===== src/rtl/lc3b_types.sv =====
// lc3b_types: shared types and default widths for the memory-side blocks.
// Holds the arbiter state enum and the default 16-bit address/data widths.
package lc3b_types;

  localparam int DEFAULT_ADDR_WIDTH = 16;
  localparam int DEFAULT_DATA_WIDTH = 16;

  typedef enum logic {
    IDLE = 1'b0,
    BUSY = 1'b1
  } arb_state_t;

endpackage


===== src/rtl/rr_picker.sv =====
// rr_picker: combinational round-robin selector.
// Ports:
//   requests   [NUM_PORTS]  one bit per requester
//   last_grant [IDX_W]      most recently granted port
//   grant      [IDX_W]      selected port (valid only with valid=1)
//   valid      [1]          at least one request present
// The search starts at last_grant+1 and wraps modulo NUM_PORTS, so the most
// recently served port has the lowest priority.
module rr_picker #(
  parameter  int NUM_PORTS = 2,
  localparam int IDX_W     = $clog2(NUM_PORTS)
) (
  input  logic [NUM_PORTS-1:0] requests,
  input  logic [IDX_W-1:0]     last_grant,
  output logic [IDX_W-1:0]     grant,
  output logic                 valid
);

  // One extra bit so last_grant + offset cannot overflow before the wrap.
  logic [IDX_W:0] cand;

  always_comb begin
    grant = '0;
    valid = 1'b0;
    cand  = '0;
    for (int i = 1; i <= NUM_PORTS; i++) begin
      cand = {1'b0, last_grant} + (IDX_W+1)'(i);
      if (cand >= (IDX_W+1)'(NUM_PORTS)) cand = cand - (IDX_W+1)'(NUM_PORTS);
      if (!valid && requests[cand[IDX_W-1:0]]) begin
        valid = 1'b1;
        grant = cand[IDX_W-1:0];
      end
    end
  end

endmodule


===== src/rtl/mem_arbiter.sv =====
// mem_arbiter: round-robin arbiter funnelling NUM_PORTS requesters onto a
// single memory port, one transaction at a time.
// Ports:
//   clk, rst                      clock, synchronous active-high reset
//   req_read/req_write [NP]       per-port command (both high = write)
//   req_byte_enable [NP][BE]      per-port write byte mask
//   req_address [NP][AW]          per-port address
//   req_wdata [NP][DW]            per-port write data
//   req_resp [NP]                 per-port completion pulse (same cycle as mem_resp)
//   req_rdata [DW]                shared read data, valid with req_resp
//   mem_read/mem_write            downstream command, from latched values only
//   mem_byte_enable/address/wdata downstream payload, from latched values only
//   mem_resp, mem_rdata           downstream completion and read data
// Optional (MEM_ARBITER_PERF_EN):
//   grant_count [NP][16]          saturating per-port grant counters
//   busy_cycles [32]              saturating count of BUSY cycles
module mem_arbiter
  import lc3b_types::*;
#(
  parameter  int NUM_PORTS  = 2,
  parameter  int ADDR_WIDTH = DEFAULT_ADDR_WIDTH,
  parameter  int DATA_WIDTH = DEFAULT_DATA_WIDTH,
  localparam int BE_WIDTH   = DATA_WIDTH / 8,
  localparam int IDX_W      = $clog2(NUM_PORTS)
) (
  input  logic                                 clk,
  input  logic                                 rst,
  input  logic [NUM_PORTS-1:0]                 req_read,
  input  logic [NUM_PORTS-1:0]                 req_write,
  input  logic [NUM_PORTS-1:0][BE_WIDTH-1:0]   req_byte_enable,
  input  logic [NUM_PORTS-1:0][ADDR_WIDTH-1:0] req_address,
  input  logic [NUM_PORTS-1:0][DATA_WIDTH-1:0] req_wdata,
  output logic [NUM_PORTS-1:0]                 req_resp,
  output logic [DATA_WIDTH-1:0]                req_rdata,
  output logic                                 mem_read,
  output logic                                 mem_write,
  output logic [BE_WIDTH-1:0]                  mem_byte_enable,
  output logic [ADDR_WIDTH-1:0]                mem_address,
  output logic [DATA_WIDTH-1:0]                mem_wdata,
  input  logic                                 mem_resp,
  input  logic [DATA_WIDTH-1:0]                mem_rdata
`ifdef MEM_ARBITER_PERF_EN
  ,
  output logic [NUM_PORTS-1:0][15:0]           grant_count,
  output logic [31:0]                          busy_cycles
`endif
);

  typedef struct packed {
    logic                  rd;
    logic                  wr;
    logic [IDX_W-1:0]      port;
    logic [ADDR_WIDTH-1:0] addr;
    logic [DATA_WIDTH-1:0] wdata;
    logic [BE_WIDTH-1:0]   be;
  } lat_t;

  arb_state_t           state_q, state_d;
  lat_t                 lat_q, lat_d;
  logic [IDX_W-1:0]     last_grant_q;
  logic [NUM_PORTS-1:0] pending;
  logic [IDX_W-1:0]     pick_idx;
  logic                 pick_valid;
  logic                 grant_fire;

  assign pending    = req_read | req_write;
  assign grant_fire = (state_q == IDLE) && pick_valid;

  rr_picker #(.NUM_PORTS(NUM_PORTS)) u_pick (
    .requests   (pending),
    .last_grant (last_grant_q),
    .grant      (pick_idx),
    .valid      (pick_valid)
  );

  always_ff @(posedge clk) begin
    if (rst) begin
      state_q      <= IDLE;
      lat_q        <= '0;
      last_grant_q <= IDX_W'(NUM_PORTS - 1);
    end else begin
      state_q <= state_d;
      lat_q   <= lat_d;
      if (grant_fire) last_grant_q <= pick_idx;
    end
  end

  always_comb begin
    state_d         = state_q;
    lat_d           = lat_q;
    req_resp        = '0;
    req_rdata       = '0;
    mem_read        = 1'b0;
    mem_write       = 1'b0;
    mem_byte_enable = '0;
    mem_address     = '0;
    mem_wdata       = '0;
    unique case (state_q)
      IDLE: begin
        // mem_resp is deliberately not looked at here: a response arriving
        // after a reset-abandoned transaction must not be forwarded.
        if (pick_valid) begin
          state_d     = BUSY;
          lat_d.wr    = req_write[pick_idx];
          lat_d.rd    = ~req_write[pick_idx];   // read+write resolves to write
          lat_d.port  = pick_idx;
          lat_d.addr  = req_address[pick_idx];
          lat_d.wdata = req_wdata[pick_idx];
          lat_d.be    = req_byte_enable[pick_idx];
        end
      end
      BUSY: begin
        mem_read        = lat_q.rd;
        mem_write       = lat_q.wr;
        mem_byte_enable = lat_q.be;
        mem_address     = lat_q.addr;
        mem_wdata       = lat_q.wdata;
        if (mem_resp) begin
          req_resp[lat_q.port] = 1'b1;
          req_rdata            = mem_rdata;
          state_d              = IDLE;
        end
      end
      default: state_d = IDLE;
    endcase
  end

`ifdef MEM_ARBITER_PERF_EN
  always_ff @(posedge clk) begin
    if (rst) begin
      grant_count <= '0;
      busy_cycles <= '0;
    end else begin
      for (int p = 0; p < NUM_PORTS; p++) begin
        if (grant_fire && pick_idx == IDX_W'(p) && grant_count[p] != 16'hFFFF)
          grant_count[p] <= grant_count[p] + 16'd1;
      end
      if (state_q == BUSY && busy_cycles != 32'hFFFF_FFFF)
        busy_cycles <= busy_cycles + 32'd1;
    end
  end
`endif

endmodule


===== config.mk =====
export PLATFORM = sky130hd
export DESIGN_NAME = mem_arbiter
export DESIGN_NICKNAME = d
export VERILOG_FILES = /design/src/rtl/lc3b_types.sv /design/src/rtl/rr_picker.sv /design/src/rtl/mem_arbiter.sv
export SDC_FILE = /design/constraint.sdc
export NUM_CORES = 1
export LEC_CHECK = 0
export CORE_ASPECT_RATIO = 0.75
export CORE_UTILIZATION = 32
export DETAILED_ROUTE_END_ITERATION = 7
export PLACE_DENSITY = 0.79
export SLEW_MARGIN = 30
export SYNTH_ARGS = -nofsm -noshare
export SYNTH_HDL_FRONTEND = slang
export SYNTH_HIERARCHICAL = 1
export SYNTH_SLANG_ARGS = --single-unit

===== constraint.sdc =====
create_clock -name clk -period 1.7 [get_ports clk]
set_input_delay 0.51 -clock clk [delete_from_list [all_inputs] [get_ports clk]]
set_output_delay 0.51 -clock clk [all_outputs]
set_load 0.01 [all_outputs]

Yosys cells after proc, flatten, opt, wreduce, memory -nomap -nowiden

Cells that the tools add are included.
Widths: inputs -> output; s select.

Flip-flop bits (word level): 39
Input port bits: 91
Output and inout bits: 54
Word-level logic and storage cells: 59

Add/sub/neg operators: 4
Magnitude comparators: 7
Muxes and demuxes: 32
Bitwise logic cells: 3
Reductions and logical operators: 5

Operators with widths:

| kind                | number |
|---|---|
| $mux 16             | 8 |
| $mux 1              | 17 |
| $mux 2              | 5 |
| $lt 1x2->1 const B  | 4 |
| $ge 2x2->1 const B  | 2 |
| $logic_and 1x1->1   | 3 |
| $add 1x1->2 const B | 1 |
| $add 1x2->2 const B | 1 |
| $not 1->1           | 2 |
| $or 2x2->2          | 1 |
| $pmux 1 s2          | 1 |
| $reduce_and 2->1    | 1 |
| $sub 1x1->1 const B | 2 |
| $demux 1 s1         | 1 |
| $ge 1x1->1 const B  | 1 |
| $logic_not 1->1     | 1 |

Logic depth before layout (Yosys ltp)

Depth after elaboration: 12
Mapped depth: 7
Depth with buffers taken out: 5

Hierarchy

Netlist, hierarchy kept.

By module, submodules not included:

| module      | times used | cells each | area an instance (µm²) | sequential area each (µm²) |
|---|---|---|---|---|
| mem_arbiter | 1          | 236        | 2,289.7                | 780.7 |
| rr_picker   | 1          | 2          | 13.8                   | 0.0 |

Worst setup path after synthesis

OpenSTA, ideal clock, no wires.

Path kind: input to register
Start: input req_write[1]
End: register lat_q[22] (netlist name)
Setup time: 0.146 ns
Arrival time: 1.547 ns
Data required time: 1.554 ns
Setup slack: 0.007 ns
Stages on the path: 7
Buffers on the path: 2
Cells stage by stage: or2_1 or2_1 nor2b_2 buf_4 buf_4 nor2_1 a211oi_2

Elaborated cells on any way between the ends: 14
Those cells by class: mux: 10; bitwise: 1; reduce/logical: 3

RTL lines:

| item                                       | line              | source |
|---|---|---|
| start, declared                            | mem_arbiter.sv:29 | `input logic [NUM_PORTS-1:0] req_write,` |
| $or 2x2->2 (*)                             | mem_arbiter.sv:66 | `assign pending = req_read \| req_write;` |
| $mux 1 (implied by the code) (2 in series) | rr_picker.sv:29   | `if (!valid && requests[cand[IDX_W-1:0]]) begin` |
| $mux 1                                     | rr_picker.sv:29   |  |
| $logic_not 1->1                            | rr_picker.sv:29   |  |
| $logic_and 1x1->1                          | rr_picker.sv:29   |  |
| $mux 1 (*)                                 | rr_picker.sv:29   |  |
| net pick_valid                             | mem_arbiter.sv:63 | `logic pick_valid;` |
| $reduce_and 2->1 (no line) (*)             | -                 |  |
| end signal, assigned                       | mem_arbiter.sv:83 | `lat_q <= lat_d;` |
| end, declared                              | mem_arbiter.sv:59 | `lat_t lat_q, lat_d;` |

Mark *: on every way through the listed nets, which the timed path passes. The rest lies on a longest branch. The select of a mux whose other input is x is not followed.
A chain may end at the register's enable or synchronous reset.

Worst setup path after layout

Start: input req_read[1]
End: register lat_q[2] (netlist name)

Elaborated cells on any way between the ends: 14
Those cells by class: mux: 10; bitwise: 1; reduce/logical: 3

RTL lines:

| item                                       | line              | source |
|---|---|---|
| start, declared                            | mem_arbiter.sv:28 | `input logic [NUM_PORTS-1:0] req_read,` |
| $or 2x2->2 (*)                             | mem_arbiter.sv:66 |  |
| net pending[1]                             | mem_arbiter.sv:61 | `logic [NUM_PORTS-1:0] pending;` |
| $mux 1 (implied by the code) (2 in series) | rr_picker.sv:29   |  |
| $mux 1                                     | rr_picker.sv:29   |  |
| $logic_not 1->1                            | rr_picker.sv:29   |  |
| $logic_and 1x1->1                          | rr_picker.sv:29   |  |
| $mux 1 (*)                                 | rr_picker.sv:29   |  |
| net pick_valid                             | mem_arbiter.sv:63 |  |
| $reduce_and 2->1 (no line) (*)             | -                 |  |

Marks and branches as above.

==> impl_metrics.csv <==
group,metric,value,unit
sta,finalCritPeriodShare,98.6,%
clock_network,cts_tree,"done",
yosys,synthAdderAreaFrac,0,%
sta,fin_skew,0.00446,ns
min_path,min_path_type,"flop to flop",
detailed_routing,drtIter0Drc,46,
floorplan,dieHeight,75.5,um
clock_network,clk_latency,0.28,ns
power,vdd_drop_max,0.383,mV
global_route,track_usage,18.7,%
yosys,synthSimpleGateAreaFrac,23.0,%
critical_path,path_class,"primary input to flop",
floorplan,initial_core_util,33.4,%
yosys,yosys.area.top_type_share,33.9,%
detailed_routing,drc,0,
floorplan,io_pins,145,
yosys,async_flop_share,0,%
finish,layout-drive-gt1-share,41.5,%
sta,setup-violations-final,0,
yosys,syn_inst,238,
critical_path,start_kind,"primary input",
critical_path,required,1.87,ns
placement,globalplace.congestion,0.686,
sta,max_slew_margin,80.7,%
power,leakage,1.78,nW
sta,post-route-min-period,1.68,ns
floorplan,core,0.00690,mm^2
power,powerDensity,674,mW/mm^2
detailed_routing,drtPass1Iterations,4,
yosys,synth_top_family_by_area,"simple AND/OR/NAND/NOR gates",
power,p_total,0.00266,W
yosys,synth-seq-cells,39,
detailed_routing,drt_wl_total,7.10,mm
critical_path,worst_setup_path_end_kind,"flop",
finish,area_growth,71.3,%
sta,hold_viol,0,
yosys,synth.most_common_cell,"dfxtp_1",
floorplan,rows,26,
placement,io_buffers,144,
critical_path,cp.arrival,1.84,ns
yosys,ys_top_cells_by_count,"39 x dfxtp_1, 36 x and2_1, 36 x nor2_1",
yosys,synthTopCellsByArea,"dfxtp_1 34%, a211oi_2 18%, mux2i_1 15%, and2_1 9.8%, nor2_1 5.9%",
sta,finalMaxSlewViolations,0,
clock_network,root_buffer,"clkbuf_8",
yosys,seq_area_frac_synth,33.9,%
floorplan,die_w,100,um
global_route,grt_pass1_wl,11.0,mm
clock_network,cts_max_level,2,
clock_network,clockBufferDepth,2,
yosys,synth_top_cell_by_area,"dfxtp_1",
yosys,syn-num-nets,329,
sta,clock.fmax,0.597,GHz
clock_network,clkTransAtPathRegs,0.08,ns
global_route,grt_overflow,0,
yosys,synth_compound_area_share,19.8,%
clock_network,clock_sinks,39,
run_status,run_status,"finished clean",
finish,n_fill_cell,674,
run,maxCapViolCount,0,
yosys,synth_edf_count,0,
sta,fin_hold_ws,0.463,ns
global_route,grt_pass1_vias,2215,
detailed_routing,num_vias,2273,
sta,worstMarginPinSlew,0.290,ns
placement,dp_hpwl,5.05,mm
yosys,ys.flop_type,"dfxtp_1",
yosys,synth-xor-area-share,0,%
detailed_routing,wl_per_cell,14.5,um
detailed_routing,ant_nets,0,
finish,n_antenna_cell,0,
clock_network,hold_buffers,0,
yosys,avgSynthCellArea,9.68,um^2
detailed_routing,routed_via_density,4.66,
floorplan,die_area,0.00755,mm^2
critical_path,critPathMaxFanout,16,
yosys,synth_cell_types,19,
yosys,yosysWarningCount,6,
global_route,grt_max_degree,25,
global_route,antenna_found_initial,0,
yosys,syn-cell-area,0.00230,mm^2
clock_network,cts_buffers,5,
yosys,synthMuxAreaShare,15.2,%
finish,num-nets-final,482,
-- cell usage in the layout, fill, tap and decap left out, types with 5 or more instances in the layout --
master | Yosys | routed
clkdlybuf4s50_1 | 0 | 68
buf_2 | 8 | 50
dfxtp_1 | 39 | 38
and2_1 | 36 | 36
a211oi_2 | 33 | 32
nor2_2 | 0 | 30
mux2i_1 | 35 | 29
and3_1 | 17 | 17
dlygate4sd2_1 | 0 | 17
buf_6 | 4 | 10
clkbuf_2 | 0 | 9
nand2_1 | 6 | 6
nor2_1 | 36 | 5
clkbuf_8 | 0 | 5
buf_4 | 3 | 5
-- cell type report --
class / instances / area (um^2) / area share [%]
flip-flops and latches: 39 / 785 / 19.9
well taps: 98 / 123 / 3.11
repair buffers: 169 / 1480 / 37.6
multi-input cells: 176 / 1480 / 37.6
clock buffers: 6 / 72.6 / 1.84
-- cells by family after synthesis --
kind of cell,after synthesis
and+or+nand+nor,101
AOI/OAI and AO/OA,40
DFF,39
muxes,35
buffers and inverters,23
-- where the power goes --
group	switching [W]	leakage, nW	total, W	internal [W]
clock network	0.000301	0.0371	0.000575	0.000274
logic	0.000440	1.42	0.00101	0.000566
registers	0.0000630	0.325	0.00108	0.00101
-- state kept, by name, indices dropped and copies added (netlist names) --
signal / flops
state_q: 1
lat_q: 37
last_grant_q: 1
-- per-layer routing --
layer	up-vias	share of wire (%)	track usage, %	wire length [um]
li1	1131	-	-	-
met1	1051	42	21.6	3000
met2	85	49	34.8	3490
met3	6	7.7	5.32	546
met4	0	0.92	4.99	65
met5	-	0	0	0
-- path summary, 6_finish.rpt --
kind                     from         to  slack [ns]  depth (start not counted)
setup / recovery  req_read[1]   lat_q[2]        0.02                          8
setup reg to reg      state_q   lat_q[2]        0.20                          7
hold / removal      lat_q[36]  lat_q[36]        0.46                          2
hold reg to reg     lat_q[36]  lat_q[36]        0.46                          2
-- worst max-delay path, cell delays in order --
cell and delay [ns]:
dlygate4sd2_1 0.22, or2_1 0.22, or2_1 0.23, nor2b_4 0.15
buf_6 0.13, buf_12 0.15, nor2_2 0.14, a211oi_4 0.06
-- through the flow --
step	area (um^2)	setup TNS, ns	setup slack, ns	std cells	utilization [%]
final	3950	0	0.0239	488	57.2
after CTS	4120	-0.0611	-0.0289	488	59.7
after detailed placement	3850	-29.71	-0.643	472	55.9
after global routing	3950	-0.0197	-0.0197	488	57.2
after floorplan	2300	0	0.00688	238	-
after global placement	3850	-28.62	-0.608	472	55.9
-- timing repair --
item | CTS | global route
endpoints found under the setup margin | 92 | 63
resized for setup | 265 | 39
cloned | 5 | 0
buffers inserted | 6 | 1
pin swaps | 26 | 3
Note: power is estimated with default switching activity, not from simulation.
